`src/rtl/sreg_rr_serializer.sv`:
```
// Round-robin scheduler for one shared WIDTH-bit serial shift register.
// Loads the winner's word, shifts it out LSB-first, then acks the owner.
module sreg_rr_serializer #(
  parameter int WIDTH = 8,
  parameter int CNTW  = (WIDTH > 1) ? $clog2(WIDTH) : 1
) (
  input  logic             clk,
  input  logic             rst,
  input  logic             req0,
  input  logic [WIDTH-1:0] data0,
  input  logic             req1,
  input  logic [WIDTH-1:0] data1,
  output logic             ack0,
  output logic             ack1,
  output logic             sout,
  output logic             frame,
  output logic             busy,
  output logic             owner
);

  typedef enum logic [1:0] {
    IDLE,
    SHIFT,
    DONE
  } state_t;

  state_t           state;
  logic [WIDTH-1:0] shreg;
  logic [CNTW-1:0]  cnt;
  logic             own_q;
  logic             last_owner;

  logic grant;
  logic win;

  assign grant = req0 | req1;
  // On a tie the requester that did not go last wins.
  assign win = (req0 & req1) ? ~last_owner : req1;

  always_ff @(posedge clk or negedge rst) begin
    if (!rst) begin
      state      <= IDLE;
      shreg      <= '0;
      cnt        <= '0;
      own_q      <= 1'b0;
      last_owner <= 1'b1;
    end else begin
      unique case (state)
        IDLE: begin
          if (grant) begin
            shreg      <= win ? data1 : data0;
            own_q      <= win;
            last_owner <= win;
            cnt        <= '0;
            state      <= SHIFT;
          end
        end
        SHIFT: begin
          shreg <= {1'b0, shreg[WIDTH-1:1]};
          if (cnt == CNTW'(WIDTH - 1)) begin
            cnt   <= '0;
            state <= DONE;
          end else begin
            cnt <= cnt + 1'b1;
          end
        end
        DONE: begin
          state <= IDLE;
        end
        default: begin
          state <= IDLE;
        end
      endcase
    end
  end

  assign frame = (state == SHIFT);
  assign busy  = (state != IDLE);
  assign sout  = frame & shreg[0];
  assign ack0  = (state == DONE) & ~own_q;
  assign ack1  = (state == DONE) & own_q;
  assign owner = own_q;

endmodule

```
`config.mk`:
```
export PLATFORM = sky130hd
export DESIGN_NAME = sreg_rr_serializer
export DESIGN_NICKNAME = d
export VERILOG_FILES = /design/src/rtl/sreg_rr_serializer.sv
export SDC_FILE = /design/constraint.sdc
export NUM_CORES = 1
export LEC_CHECK = 0
export ABC_AREA = 1
export CORE_MARGIN = 2
export CORE_UTILIZATION = 54
export DETAILED_ROUTE_END_ITERATION = 8
export DONT_BUFFER_PORTS = 1
export PLACE_DENSITY_LB_ADDON = 0.1
export SLEW_MARGIN = 30
export SYNTH_ARGS = -nofsm -noshare
export SYNTH_HDL_FRONTEND = slang
export SYNTH_SLANG_ARGS = --single-unit
```
`constraint.sdc`:
```
create_clock -name clk -period 1.4 [get_ports clk]
set_clock_uncertainty 0.15 [all_clocks]
set_input_delay 0.07 -clock clk [delete_from_list [all_inputs] [get_ports clk]]
set_output_delay 0.07 -clock clk [all_outputs]
set_load 0.05 [all_outputs]
```
==> results of run 1 <==
==> Yosys cell counts <==
master                    instances  area share
sky130_fd_sc_hd__nand3_1         32        0.18
sky130_fd_sc_hd__nand2_1         23       0.097
sky130_fd_sc_hd__inv_1           20       0.084
sky130_fd_sc_hd__dfrtp_1         14        0.39
sky130_fd_sc_hd__nand2_2          5       0.035
sky130_fd_sc_hd__inv_2            3       0.013
sky130_fd_sc_hd__nor2_1           3       0.013
sky130_fd_sc_hd__buf_6            2       0.025
sky130_fd_sc_hd__ha_1             2       0.028
sky130_fd_sc_hd__nor2_2           2       0.014
sky130_fd_sc_hd__nor3_1           2       0.011
sky130_fd_sc_hd__buf_4            1      0.0084
sky130_fd_sc_hd__dfstp_2          1       0.029
sky130_fd_sc_hd__nand3_2          1       0.011
sky130_fd_sc_hd__nor2_4           1       0.013
sky130_fd_sc_hd__o21ai_0          1      0.0056
sky130_fd_sc_hd__o21ai_1          1      0.0056
sky130_fd_sc_hd__o21ai_2          1      0.0098
sky130_fd_sc_hd__o31ai_4          1       0.024
==> worst max-delay path, cell delays in order (launching register included) <==
cell and delay (ps):
sky130_fd_sc_hd__dfrtp_1 440, sky130_fd_sc_hd__inv_4 140, sky130_fd_sc_hd__nand2_8 80, sky130_fd_sc_hd__nor2_4 100
sky130_fd_sc_hd__buf_12 140
==> registers in the layout, indices dropped and copies added, names as in the netlist <==
signal / flops
shreg: 8
cnt: 3
state: 2
last_owner: 1
owner: 1
==> power by group <==
part           switching, mW  total, mW  internal [mW]  leakage (nW)
Sequential             0.136      0.789          0.653         0.182
Combinational          0.928       1.63          0.701         0.489
Clock                  0.143      0.254          0.111        0.0150
==> cell families after synthesis <==
kind of cell | share of synthesized area
fa+ha+maj | 0.0281
buf+inv | 0.131
compound gates | 0.0449
simple gates | 0.374
flops | 0.423
==> routing by layer <==
metal  track usage  up-vias  routed length [µm]
met5             0        -                   0
met4        0.0727        0                  53
met3        0.0776        6                  89
met2         0.426       22                1220
met1         0.316      421                 972
li1              -      438                   -
==> cell type report <==
cell class              instances  area [µm²]
multi-input cells              75         448
flip-flops and latches         15         378
repair buffers                 35         362
fillers                        82         199
inverters                      23        91.3
clock buffers                   4        26.3
well taps                      16        20.0
==> worst paths after layout <==
path                                  from         end  cells past startpoint
worst min register to register  last_owner  last_owner                      2
worst min-delay path                  req1  last_owner                      5
worst max register to register    state[1]    shreg[4]                      5
max in group asynchronous              rst    state[0]                      1
min in group asynchronous              rst      cnt[0]                      1
worst max-delay path              state[1]        sout                      4
==> through the flow <==
step | cells | area (µm²) | setup slack, ps | total power [mW] | hold WS (ps)
6_report | 168 | 1330 | -7.15 | 2.67 | -26.2
5_1_grt | 168 | 1330 | -68.2 | 2.87 | 0.648
4_1_cts | 166 | 1280 | -3.50 | 2.54 | 3.57
3_5_place_dp | 140 | 1020 | 119 | 2.13 | -375
3_3_place_gp | 140 | 1020 | 146 | 2.09 | -375
2_1_floorplan | 116 | 912 | -109 | 1.72 | -376
==> what timing repair did <==
item                                    CTS  global route
hold buffers                             19             0
hold endpoints to repair                 25             0
setup buffers                             3             2
cloned                                    0             0
gates resized for setup                   6             6
endpoints found under the setup margin    4            12
pin swaps                                 2             0
==> load_flow_metrics.sql, run 1 <==
INSERT INTO impl_metrics (metric_group, metric, value, unit) VALUES
('status', 'run_status', 'complete, but fails checks', ''),
('status', 'failed_checks', 'hold timing, setup timing', ''),
('detailed_routing', 'via_per_inst', '5.28', ''),
('finish', 'final_common_cell', 'sky130_fd_sc_hd__nand3_1', ''),
('timing', 'grt_setup_unrepaired', 'true', ''),
('timing', 'worst_slew_margin_rel', '0.526', ''),
('clock_network', 'clock_tree.buffer_depth', '2', ''),
('yosys', 'mappedNetlistArea', '891', 'µm²'),
('finish', 'area.growth.synth_to_final', '48.7', '%'),
('timing', 'max_clk_rate', '0.711', 'GHz'),
('detailed_routing', 'detail_route.iter0.violations', '25', ''),
('detailed_routing', 'drtPass1Iterations', '4', ''),
('finish', 'most_used_cells_in_the_layout_excluding_fill_and_tap_cells', 'sky130_fd_sc_hd__nand3_1, sky130_fd_sc_hd__nand2_1, sky130_fd_sc_hd__inv_1, sky130_fd_sc_hd__dlygate4sd3_1, sky130_fd_sc_hd__dfrtp_1', ''),
('yosys', 'ys_ff_latch', '15', ''),
('yosys', 'syn_area_per_cell', '7.68', 'µm²'),
('finish', 'utilization', '0.869', ''),
('yosys', 'synth_cell_type_count', '19', ''),
('floorplan', 'fp.coreArea', '1520', 'µm²'),
('clock_network', 'clock_buffers_created_by_tritoncts', '3', ''),
('clock_network', 'insertion_delay', '290', 'ps'),
('timing', 'hold_viol', '2', ''),
('timing', 'worst_slew_pin_slew', '708', 'ps'),
('timing', 'slew_viol_final', '0', ''),
('global_route', 'wire_length_of_the_first_global_routing_pass', '3570', 'µm'),
('yosys', 'synth_fp_nets', '138', ''),
('clock_network', 'ctsHtreeMaxLevel', '1', ''),
('floorplan', 'initial_core_util', '0.585', ''),
('power', 'power.static_leakage', '0.686', 'nW'),
('power', 'peakVddDrop', '1.22', 'mV'),
('flow_run', 'max_cap_violations', '0', ''),
('worst_setup_path', 'critical_path_required', '1180', 'ps'),
('timing', 'min_period_over_period', '1.01', ''),
('floorplan', 'io_pins', '26', ''),
('place', 'gp_routability_congestion', '0.774', ''),
('detailed_routing', 'finalWirelength', '2330', 'µm'),
('floorplan', 'die_h', '44.6', 'µm'),
('global_route', 'grt_start_max_net_pins', '16', ''),
('global_route', 'grt_usage', '0.255', ''),
('timing', 'setup_viol', '2', ''),
('detailed_routing', 'avg_wl_per_cell', '13.9', 'µm'),
('worst_setup_path', 'timing.critical_path.to_type', 'primary output', ''),
('worst_setup_path', 'crit_path_max_fanout', '5', ''),
('floorplan', 'floorplan.rows', '14', ''),
('finish', 'post_route_cells_drive_above_1_share', '0.257', ''),
('detailed_routing', 'drtAntennaViolNets', '0', ''),
('worst_setup_path', 'crit_arrival', '1190', 'ps'),
('timing', 'worst_hold_slack', '-26.2', 'ps'),
('global_route', 'initial_antenna_violation_count', '0', ''),
('detailed_routing', 'dr_total_vias', '887', ''),
('global_route', 'grt_overflow_total', '0', ''),
('worst_hold_path', 'worstHoldPathType', 'in -> reg', ''),
('worst_setup_path', 'cp-start-kind', 'register', ''),
('power', 'power_per_cell_area', '2020', 'nW/µm²'),
('global_route', 'grt_pass1_vias', '845', ''),
('yosys', 'netlist_instances', '116', ''),
('timing', 'final.setup.worst_slack', '-7.15', 'ps'),
('detailed_routing', 'drc_errors', '0', ''),
('place', 'detailedPlacementHpwl', '1300', 'µm'),
('place', 'buffer_ports.inserted', '0', ''),
('yosys', 'yosysSeqAreaShare', '0.423', ''),
('timing', 'min_period', '1410', 'ps'),
('yosys', 'yosysWarnings', '0', ''),
('finish', 'num-nets-final', '175', ''),
('finish', 'antenna_cells_inserted', '0', ''),
('clock_network', 'clk_transition_reported_paths', '100', 'ps'),
('worst_setup_path', 'r2r_setup_slack', '60', 'ps'),
('clock_network', 'tritoncts', 'done', ''),
('clock_network', 'cts_num_sinks', '15', ''),
('worst_setup_path', 'path_class', 'reg -> out', ''),
('floorplan', 'die_w', '44.6', 'µm'),
('floorplan', 'floorplan.die_area', '1990', 'µm²'),
('clock_network', 'clk_root_buffer_cell', 'sky130_fd_sc_hd__clkbuf_4', ''),
('timing', 'setup-tns-final', '-10.7', 'ps');
Note: power is estimated with default switching activity, not from simulation.
==> run 2: changes to the inputs <==
Settings changed: CORE_UTILIZATION 54 to 58, CTS_BUF_LIST set to sky130_fd_sc_hd__clkbuf_4 sky130_fd_sc_hd__clkbuf_8.
==> run 2 against run 1 <==
The flow still finishes with violations (hold timing, setup timing); sequential share of layout area shrank 0.50 points; worst setup slack got worse by 5.9 ps; critical path depth unchanged; cell area increased by 1.8%; first-iteration DRC count grew 68%; non-clock buffer count fell by 2; register-to-register slack got worse by 30 ps; die area shrank 6.3%; combinational power about the same; sequential power up 4.2%; cell count is 0.60% lower.
==> load_flow_metrics.sql, run 2 (same netlist as run 1, synthesis figures left out) <==
INSERT INTO impl_metrics (metric_group, metric, value, unit) VALUES
('global_route', 'grt_overflow_total', '0', ''),
('finish', 'utilization', '0.917', ''),
('detailed_routing', 'avg_wl_per_cell', '15.6', 'µm'),
('worst_setup_path', 'critical_path_required', '1180', 'ps'),
('detailed_routing', 'finalWirelength', '2610', 'µm'),
('global_route', 'wire_length_of_the_first_global_routing_pass', '3910', 'µm'),
('status', 'failed_checks', 'hold timing, setup timing', ''),
('worst_setup_path', 'cp-start-kind', 'register', ''),
('power', 'power_per_cell_area', '2000', 'nW/µm²'),
('timing', 'min_period', '1410', 'ps'),
('worst_setup_path', 'crit_path_max_fanout', '4', ''),
('place', 'gp_routability_congestion', '0.748', ''),
('timing', 'slew_viol_final', '0', ''),
('power', 'power_frac_clock', '0.098', ''),
('power', 'net-switching-power', '1.25', 'mW'),
('worst_setup_path', 'buffers_inverters_on_critical_path', '3', ''),
('timing', 'setup_viol', '4', ''),
('place', 'dpl_worst_slack', '77.3', 'ps'),
('finish', 'num-nets-final', '174', ''),
('timing', 'worst_slew_margin_rel', '0.531', ''),
('global_route', 'grt_pass1_vias', '914', ''),
('timing', 'min_period_over_period', '1.01', ''),
('finish', 'final_area', '1350', 'µm²'),
('detailed_routing', 'dr_total_vias', '943', ''),
('worst_setup_path', 'rr_startpoint', 'state[1]', ''),
('finish', 'post_route_cells_drive_above_1_share', '0.278', ''),
('power', 'power.static_leakage', '0.688', 'nW'),
('floorplan', 'io_pins', '26', ''),
('floorplan', 'initial_core_util', '0.605', ''),
('power', 'p_int', '1.45', 'mW'),
('clock_network', 'cts_num_sinks', '15', ''),
('worst_setup_path', 'critical-path-top-delay-family', 'flip-flops', ''),
('floorplan', 'die_w', '43.2', 'µm'),
('worst_hold_path', 'timing.hold.worst.start', 'req0', ''),
('worst_setup_path', 'timing.critical_path.to_type', 'primary output', ''),
('clock_network', 'ctsHtreeMaxLevel', '1', ''),
('floorplan', 'floorplan.die_area', '1870', 'µm²'),
('timing', 'max_clk_rate', '0.708', 'GHz'),
('power', 'peakVddDrop', '1.52', 'mV'),
('clock_network', 'tritoncts', 'done', ''),
('finish', 'biggestRegsByFlops', 'shreg (8), cnt (3), state (2)', ''),
('status', 'run_status', 'complete, but fails checks', ''),
('clock_network', 'insertion_delay', '280', 'ps'),
('detailed_routing', 'via_per_inst', '5.65', ''),
('timing', 'hold_viol', '1', ''),
('worst_setup_path', 'crit_slowest_cell', 'sky130_fd_sc_hd__dfrtp_1', ''),
('floorplan', 'die_h', '43.2', 'µm'),
('clock_network', 'clock_tree.buffer_depth', '2', ''),
('clock_network', 'clock_buffers_created_by_tritoncts', '3', ''),
('finish', 'registers.top_by_ff_count', 'shreg', ''),
('timing', 'grt_setup_unrepaired', 'true', ''),
('finish', 'largest_reg_flops', '8', ''),
('timing', 'worst_hold_slack', '-3.48', 'ps'),
('worst_hold_path', 'worstHoldPathType', 'in -> reg', ''),
('detailed_routing', 'detail_route.iter0.violations', '42', ''),
('place', 'detailedPlacementHpwl', '1350', 'µm'),
('power', 'comb_power_share', '0.597', ''),
('power', 'seq_power_share', '0.304', ''),
('finish', 'final_common_cell', 'sky130_fd_sc_hd__nand3_1', ''),
('power', 'total_power', '2.70', 'mW'),
('floorplan', 'fp.coreArea', '1470', 'µm²'),
('worst_setup_path', 'critical_path.startpoint', 'state[1]', ''),
('finish', 'most_used_cells_in_the_layout_excluding_fill_and_tap_cells', 'sky130_fd_sc_hd__nand3_1, sky130_fd_sc_hd__nand2_1, sky130_fd_sc_hd__inv_1, sky130_fd_sc_hd__dlygate4sd3_1, sky130_fd_sc_hd__dfrtp_1', ''),
('worst_setup_path', 'crit_arrival', '1190', 'ps'),
('global_route', 'initial_antenna_violation_count', '0', ''),
('place', 'buffer_ports.inserted', '0', ''),
('flow_run', 'max_cap_violations', '0', ''),
('detailed_routing', 'drtAntennaViolNets', '0', ''),
('global_route', 'grt_start_max_net_pins', '16', ''),
('detailed_routing', 'drc_errors', '0', ''),
('clock_network', 'clk_transition_reported_paths', '90', 'ps'),
('floorplan', 'floorplan.rows', '14', ''),
('worst_setup_path', 'path_cells', 'inv_4 -> buf_4 -> nor3_4 -> buf_6', ''),
('power', 'p_sw_frac', '0.463', ''),
('worst_setup_path', 'path_class', 'reg -> out', ''),
('place', 'detailed_place.area', '1010', 'µm²'),
('timing', 'worst_slew_pin_slew', '701', 'ps'),
('worst_setup_path', 'worst_path_largest_cell_delay', '400', 'ps'),
('global_route', 'grt_usage', '0.294', ''),
('clock_network', 'clk_root_buffer_cell', 'sky130_fd_sc_hd__clkbuf_4', ''),
('timing', 'final.setup.worst_slack', '-13.0', 'ps'),
('finish', 'area.growth.synth_to_final', '51.4', '%'),
('detailed_routing', 'drtPass1Iterations', '5', ''),
('finish', 'antenna_cells_inserted', '0', '');
==> run 2: cell types whose count changed in the layout (fill, tap and decap cells not counted), sizes merged <==
cell,previous run,this run
dlygate4sd3,18,19
nor2,6,7
dlymetal6s4s,1,0
clkinv,0,1
inv,23,22
buf,16,14
==> run 2: tightest hold or removal path, stage by stage <==
cell	delay (ps)
sky130_fd_sc_hd__inv_2	10
sky130_fd_sc_hd__nand2_1	90
sky130_fd_sc_hd__nand2_4	120
sky130_fd_sc_hd__nand2_1	90
sky130_fd_sc_hd__nand2_1	50
==> run 2: timing repair <==
action | in CTS | in global routing
endpoints found under the setup margin | 2 | 15
gates resized for setup | 10 | 8
endpoints found under the hold margin | 25 | 0
setup buffers | 3 | 1
pin swaps | 0 | 4
hold buffers | 19 | 0
cloned | 0 | 1
==> run 2: cell type report <==
| cell class | instances | area [µm²] |
|---|---|---|
| multi-input cells | 76 | 475 |
| flip-flops and latches | 15 | 378 |
| repair buffers | 33 | 344 |
| fillers | 59 | 123 |
| inverters | 23 | 101 |
| clock buffers | 4 | 30.0 |
| well taps | 16 | 20.0 |
==> run 2: path summary, 6_finish.rpt <==
| check | to | slack [ps] | depth (start not counted) |
|---|---|---|---|
| max | ack0 | -10 | 4 |
| min | last_owner | -3 | 5 |
| max reg2reg | owner | 30 | 5 |
| min reg2reg | last_owner | 350 | 2 |
| max in group asynchronous | state[0] | 500 | 1 |
| min in group asynchronous | owner | 120 | 1 |
==> run 2: power by group through the flow <==
stage | clock, mW | combinational, mW | sequential (mW)
2_1_floorplan | 0 | 0.894 | 0.828
3_3_place_gp | 0 | 1.28 | 0.790
3_5_place_dp | 0 | 1.32 | 0.793
4_1_cts | 0.265 | 1.48 | 0.812
5_1_grt | 0.288 | 1.73 | 0.846
6_report | 0.266 | 1.61 | 0.822
==> run 2: per-layer routing <==
layer | up-vias | wire length [µm] | track usage
li1 | 440 | - | -
met1 | 442 | 997 | 0.334
met3 | 12 | 130 | 0.0596
met5 | - | 0 | 0
met2 | 49 | 1380 | 0.501
met4 | 0 | 102 | 0.170
==> run 2: metrics by stage <==
stage | instances | hold slack [ps] | TNS (ps)
finish | 167 | -3.48 | -19.6
global route | 167 | 13.0 | -556
CTS | 165 | 4.30 | -1.71
detailed placement | 139 | -375 | 0
global placement | 139 | -375 | 0
floorplan | 116 | -376 | -152
